File: src/rtl/boruss_debug_uart_tx_if.sv
// Debug snapshot interface between the CPU debug taps and the UART trace block.
// master: drives trigger and the CPU debug values, observes the serial line/status.
// slave : the UART trace block (boruss_debug_uart_tx).
//   trigger       snapshot request
//   pc            CPU program counter
//   cpu_state     CPU FSM state
//   debug_reg_a-d CPU registers A..D
//   uart_tx       serial line, idles high
//   busy          frame in flight
//   frame_done    one-cycle frame completion pulse
//   drop_count    saturating count of triggers rejected while busy
interface boruss_debug_uart_tx_if;
    logic       trigger;
    logic [7:0] pc;
    logic [2:0] cpu_state;
    logic [7:0] debug_reg_a;
    logic [7:0] debug_reg_b;
    logic [7:0] debug_reg_c;
    logic [7:0] debug_reg_d;
    logic       uart_tx;
    logic       busy;
    logic       frame_done;
    logic [7:0] drop_count;

    modport master (
        output trigger, pc, cpu_state, debug_reg_a, debug_reg_b, debug_reg_c, debug_reg_d,
        input  uart_tx, busy, frame_done, drop_count
    );

    modport slave (
        input  trigger, pc, cpu_state, debug_reg_a, debug_reg_b, debug_reg_c, debug_reg_d,
        output uart_tx, busy, frame_done, drop_count
    );
endinterface

File: src/rtl/boruss_debug_uart_tx.sv
// CPU debug trace transmitter: on trigger, snapshots pc/cpu_state/regs a..d and
// streams an 8-byte frame (sync, pc, state, a, b, c, d, xor checksum) as 8N1 UART.
// Ports:
//   clk   board clock, rising edge
//   reset synchronous, active-high
//   dbg   slave side of boruss_debug_uart_tx_if (trigger + debug values in,
//         uart_tx/busy/frame_done/drop_count out, all registered)
module boruss_debug_uart_tx #(
    parameter int unsigned CLKS_PER_BIT = 434,
    parameter logic [7:0]  SYNC_BYTE    = 8'hA5
) (
    input  logic                    clk,
    input  logic                    reset,
    boruss_debug_uart_tx_if.slave   dbg
);
    localparam int unsigned BAUD_W = (CLKS_PER_BIT > 1) ? $clog2(CLKS_PER_BIT) : 1;
    localparam logic [BAUD_W-1:0] BAUD_LAST = BAUD_W'(CLKS_PER_BIT - 1);

    typedef enum logic [1:0] {IDLE, START, DATA, STOP} state_t;

    state_t            state_q, state_d;
    logic [BAUD_W-1:0] baud_q, baud_d;
    logic [2:0]        bit_q, bit_d;
    logic [2:0]        byte_q, byte_d;
    logic              tx_q, tx_d;
    logic              busy_q, busy_d;
    logic              done_q, done_d;
    logic [7:0]        drop_q, drop_d;
    logic [7:0][7:0]   snap_q, snap_d;

    logic              baud_end;
    logic [2:0]        bit_next;
    logic [7:0]        state_byte;
    logic [7:0]        checksum;

    assign baud_end   = (baud_q == BAUD_LAST);
    assign bit_next   = bit_q + 3'd1;
    assign state_byte = {5'b0, dbg.cpu_state};
    assign checksum   = dbg.pc ^ state_byte ^ dbg.debug_reg_a ^ dbg.debug_reg_b
                      ^ dbg.debug_reg_c ^ dbg.debug_reg_d;

    // State and datapath registers
    always_ff @(posedge clk) begin
        if (reset) begin
            state_q <= IDLE;
            baud_q  <= '0;
            bit_q   <= '0;
            byte_q  <= '0;
            tx_q    <= 1'b1;
            busy_q  <= 1'b0;
            done_q  <= 1'b0;
            drop_q  <= '0;
            snap_q  <= '0;
        end else begin
            state_q <= state_d;
            baud_q  <= baud_d;
            bit_q   <= bit_d;
            byte_q  <= byte_d;
            tx_q    <= tx_d;
            busy_q  <= busy_d;
            done_q  <= done_d;
            drop_q  <= drop_d;
            snap_q  <= snap_d;
        end
    end

    // Next-state and registered-output logic; tx_d is the line level for the next cycle
    always_comb begin
        state_d = state_q;
        baud_d  = baud_q;
        bit_d   = bit_q;
        byte_d  = byte_q;
        tx_d    = tx_q;
        busy_d  = busy_q;
        done_d  = 1'b0;
        drop_d  = drop_q;
        snap_d  = snap_q;

        if (busy_q && dbg.trigger && (drop_q != 8'hFF)) begin
            drop_d = drop_q + 8'd1;
        end

        case (state_q)
            IDLE: begin
                tx_d   = 1'b1;
                busy_d = 1'b0;
                baud_d = '0;
                bit_d  = '0;
                byte_d = '0;
                if (dbg.trigger) begin
                    snap_d  = {checksum, dbg.debug_reg_d, dbg.debug_reg_c, dbg.debug_reg_b,
                               dbg.debug_reg_a, state_byte, dbg.pc, SYNC_BYTE};
                    state_d = START;
                    tx_d    = 1'b0;
                    busy_d  = 1'b1;
                end
            end
            START: begin
                if (baud_end) begin
                    baud_d  = '0;
                    bit_d   = '0;
                    state_d = DATA;
                    tx_d    = snap_q[byte_q][0];
                end else begin
                    baud_d = baud_q + BAUD_W'(1);
                end
            end
            DATA: begin
                if (baud_end) begin
                    baud_d = '0;
                    if (bit_q == 3'd7) begin
                        state_d = STOP;
                        tx_d    = 1'b1;
                    end else begin
                        bit_d = bit_next;
                        tx_d  = snap_q[byte_q][bit_next];
                    end
                end else begin
                    baud_d = baud_q + BAUD_W'(1);
                end
            end
            STOP: begin
                if (baud_end) begin
                    baud_d = '0;
                    if (byte_q == 3'd7) begin
                        state_d = IDLE;
                        byte_d  = '0;
                        busy_d  = 1'b0;
                        done_d  = 1'b1;
                        tx_d    = 1'b1;
                    end else begin
                        byte_d  = byte_q + 3'd1;
                        state_d = START;
                        tx_d    = 1'b0;
                    end
                end else begin
                    baud_d = baud_q + BAUD_W'(1);
                end
            end
            default: state_d = IDLE;
        endcase
    end

    assign dbg.uart_tx    = tx_q;
    assign dbg.busy       = busy_q;
    assign dbg.frame_done = done_q;
    assign dbg.drop_count = drop_q;
endmodule

File: src/flat_wrapper.sv
// flat-port wrapper written by rule: the top's interface ports become plain ports
module boruss_debug_uart_tx_flat 
#(
    parameter int unsigned CLKS_PER_BIT = 434,
    parameter logic [7:0]  SYNC_BYTE    = 8'hA5
)
  (clk, reset, dbg_trigger, dbg_pc, dbg_cpu_state, dbg_debug_reg_a, dbg_debug_reg_b, dbg_debug_reg_c, dbg_debug_reg_d, dbg_uart_tx, dbg_busy, dbg_frame_done, dbg_drop_count);
  boruss_debug_uart_tx_if dbg_i ();
  input  logic clk;
  input  logic reset;
  input wire logic [$bits(dbg_i.trigger)-1:0] dbg_trigger;
  input wire logic [$bits(dbg_i.pc)-1:0] dbg_pc;
  input wire logic [$bits(dbg_i.cpu_state)-1:0] dbg_cpu_state;
  input wire logic [$bits(dbg_i.debug_reg_a)-1:0] dbg_debug_reg_a;
  input wire logic [$bits(dbg_i.debug_reg_b)-1:0] dbg_debug_reg_b;
  input wire logic [$bits(dbg_i.debug_reg_c)-1:0] dbg_debug_reg_c;
  input wire logic [$bits(dbg_i.debug_reg_d)-1:0] dbg_debug_reg_d;
  output wire logic [$bits(dbg_i.uart_tx)-1:0] dbg_uart_tx;
  output wire logic [$bits(dbg_i.busy)-1:0] dbg_busy;
  output wire logic [$bits(dbg_i.frame_done)-1:0] dbg_frame_done;
  output wire logic [$bits(dbg_i.drop_count)-1:0] dbg_drop_count;
  assign dbg_i.trigger = dbg_trigger;
  assign dbg_i.pc = dbg_pc;
  assign dbg_i.cpu_state = dbg_cpu_state;
  assign dbg_i.debug_reg_a = dbg_debug_reg_a;
  assign dbg_i.debug_reg_b = dbg_debug_reg_b;
  assign dbg_i.debug_reg_c = dbg_debug_reg_c;
  assign dbg_i.debug_reg_d = dbg_debug_reg_d;
  assign dbg_uart_tx = dbg_i.uart_tx;
  assign dbg_busy = dbg_i.busy;
  assign dbg_frame_done = dbg_i.frame_done;
  assign dbg_drop_count = dbg_i.drop_count;
  boruss_debug_uart_tx #(.CLKS_PER_BIT(CLKS_PER_BIT), .SYNC_BYTE(SYNC_BYTE)) u_core (.clk(clk), .reset(reset), .dbg(dbg_i));
endmodule
File: config.mk
export PLATFORM = sky130hd
export DESIGN_NAME = boruss_debug_uart_tx_flat
export DESIGN_NICKNAME = d
export VERILOG_FILES = /design/src/rtl/boruss_debug_uart_tx_if.sv /design/src/rtl/boruss_debug_uart_tx.sv /design/src/flat_wrapper.sv
export SDC_FILE = /design/constraint.sdc
export NUM_CORES = 1
export LEC_CHECK = 0
export BUFFER_PORTS_ARGS = -buffer_cell sky130_fd_sc_hd__buf_2
export CAP_MARGIN = 20
export CORE_MARGIN = 3
export CORE_UTILIZATION = 40
export CTS_BUF_LIST = sky130_fd_sc_hd__clkbuf_4
export CTS_CLUSTER_DIAMETER = 50
export DETAILED_ROUTE_END_ITERATION = 7
export PLACE_DENSITY = 0.67
export SYNTH_ARGS = -nofsm -noshare
export SYNTH_HDL_FRONTEND = slang
export SYNTH_SLANG_ARGS = --single-unit
File: constraint.sdc
create_clock -name clk -period 2.3 [get_ports clk]
set_clock_uncertainty 0.05 [all_clocks]
set_input_delay 0.115 -clock clk [delete_from_list [all_inputs] [get_ports clk]]
set_output_delay 0.115 -clock clk [all_outputs]
set_load 0.01 [all_outputs]
==> results.cfg <==
[outcome]
outcome = completed

[sta]
finalSetupViolCount = 0
max_slew_margin_pct = 66.8
slew_viol_final = 0
worst_pin_slew_ns = 0.498
min_period_ns = 2.13
hold_ws_ns = 0.411
fin_crit_sh_pct = 92.5
rsz0062_at_grt = no
setup_tns_ns = 0
hold_viol = 0
max_freq_ghz = 0.470

[worst_setup_path]
required_ns = 2.62
startpoint_type = flop
worst-path-max-fanout = 7
critPathCaptureType = flop
path_class = flop to flop
arrival_ns = 2.45

[logic_synthesis]
yosysWarningCount = 0
ys_ff_latch = 80
synth_area_um2 = 4000
syn_inst = 471
synth_flop_cell = dfxtp_1
synth-seq-area-share_pct = 40.0
synthArstFlopShare_pct = 0
synthDistinctLibCells = 49
avgSynthCellArea_um2 = 8.50
synth_edf_count = 0
synthesis.nets = 528

[clock_network]
clock_latency_ns = 0.43
clock_path_buffers = 2
htree_levels = 3
cts_sinks = 80
numCtsBuffers = 9
clk_pin_slew_ns = 0.13
cts_root_buffer = clkbuf_4
cts_tree = yes

[die]
die_w_um = 106
core-area_um2 = 9460
die_y_um = 106
start_util_pct = 42.3
ioPinCount = 57
die_area_um2 = 11200
rows = 35

[drt]
drc_errors = 0
wirelength_mm = 8.92
vias = 3511
vias_per_cell = 5.04
firstDrtPassIters = 4
avgRoutedWirePerCell_um = 12.8
first_iter_violations = 175
drtAntennaViolNets = 0

[global_route]
first_global_vias = 3317
grt_max_degree = 56
groute.usage.overall_pct = 16.4
grt_overflow = 0
use_met1_pct = 20.4
use_met2_pct = 28.3
grt_pass1_wl_mm = 15.3
grt_use_met3_pct = 4.43
grt_busiest_layer = met2
grt_antenna_before_repair = 0

[place]
io_buffers = 56
gp_congestion = 0.829
dp_hpwl_mm = 6.01

[layout]
area_delta_synth_final_pct = 25.9
drive_above_1_share_pct = 16.9
nNetsFinal = 621
insertedDiodeCount = 0

[min_path]
min_path_type = flop to flop

[power]
leakagePower_nw = 1.96
max-vdd-ir-drop_mv = 0.454
powerDensity_nw_per_um2 = 790

[flow_run]
max-cap-violations = 0
[cells in the final DEF, fill, tap and decap left out, types with 7 or more instances in the layout]
cell / netlist / layout
ha_1: 11 / 11
nor2_1: 37 / 37
nand4_1: 8 / 8
dfxtp_1: 80 / 78
mux2i_1: 8 / 8
inv_1: 7 / 7
xnor2_1: 31 / 31
xor2_1: 13 / 13
buf_2: 3 / 56
a21oi_1: 57 / 57
dlygate4sd3_1: 0 / 46
clkbuf_4: 0 / 9
nand2_1: 112 / 112
[worst max-delay path, stage by stage (launching register included)]
cell,delay [ns]
dfxtp_1,0.37
inv_1,0.05
ha_1,0.16
and4bb_2,0.26
and2_2,0.25
a21boi_0,0.18
o21ai_0,0.09
a21oi_1,0.13
dlygate4sd3_1,0.55
[cells in the mapped netlist, types with 5 or more instances]
cell        n  area, um2
ha_1       11        138
dfxtp_1    80       1600
nor2_1     37        139
a21oi_1    57        285
nand3_1     5       25.0
nor2b_1     5       31.3
inv_1       7       26.3
buf_1       6       22.5
nand2_1   112        420
mux4_2      6        135
mux2i_1     8       80.1
clkbuf_1   14       52.6
nand3b_1    6       45.0
xnor2_1    31        272
nor3_1      5       25.0
xor2_1     13        114
nand4_1     8       50.1
[metrics by stage]
stage / power, mW / setup WS [ns] / std cells / cell area [um2] / util (%)
after detailed placement: 2.89 / 0.312 / 636 / 4390 / 46.4
after global placement: 2.86 / 0.371 / 636 / 4390 / 46.4
after floorplan: 2.57 / 0.525 / 471 / 4000 / -
final: 3.98 / 0.173 / 697 / 5040 / 53.3
after CTS: 4.01 / 0.0258 / 697 / 5030 / 53.2
after global routing: 4.24 / 0.0236 / 697 / 5040 / 53.3
[power by group]
group	leakage (nW)	internal [mW]	switching, mW
Combinational	1.21	0.523	0.672
Sequential	0.655	1.60	0.140
Clock	0.0970	0.554	0.495
Total	1.96	2.67	1.31
[final timing paths]
kind,from,to,slack (ns),cells past startpoint
worst max-delay path,u_core.baud_q[1]$_SDFF_PP0_,u_core.dbg.busy$_SDFFE_PP0P_,0.17,8
worst min-delay path,u_core.snap_q[13]$_SDFFE_PP0P_,u_core.snap_q[13]$_SDFFE_PP0P_,0.41,2
worst max register to register,u_core.baud_q[1]$_SDFF_PP0_,u_core.dbg.busy$_SDFFE_PP0P_,0.17,8
worst min register to register,u_core.snap_q[13]$_SDFFE_PP0P_,u_core.snap_q[13]$_SDFFE_PP0P_,0.41,2
[sequential cells by signal, summed over array words and instances (netlist names)]
signal                 flops
u_core.snap_q             52
u_core.bit_q               3
u_core.dbg.busy            1
u_core.byte_q              3
u_core.dbg.drop_count      8
u_core.dbg.frame_done      1
u_core.state_q             2
u_core.dbg.uart_tx         1
u_core.baud_q              9
[kinds of logic (layout without fill, tap and decap cells)]
group                    count (synthesis)  after routing  share of synthesized area [%]
AO/OA/AOI/OAI                           81             81                           11.9
XOR/XNOR                                44             44                           9.63
adder cells (fa/ha/maj)                 11             11                           3.44
buffers and inverters                   35            132                           3.97
flip-flops                              80             80                           40.0
multiplexers                            22             22                           9.13
AND/OR/NAND/NOR                        198            198                           21.9
[per-layer routing]
layer  wire length [um]  part of all wire, %
met4                 96                  1.1
met1               4060                   46
met2               4450                   50
met5                  0                    0
met3                314                  3.5
[what timing repair did]
item	in CTS	in global routing
resized for setup	0	5
setup endpoints to repair	0	1
buffers inserted	0	0
hold buffers	46	0
endpoints found under the hold margin	52	0
[area by class of cell]
class / count / area [um2]
fillers: 874 / 4420
multi-input cells: 356 / 2240
flip-flops and latches: 80 / 1600
repair buffers: 110 / 817
well taps: 129 / 161
clock inverters: 6 / 116
clock buffers: 9 / 67.6
inverters: 7 / 26.3
Power figures use the tool's default switching activity.
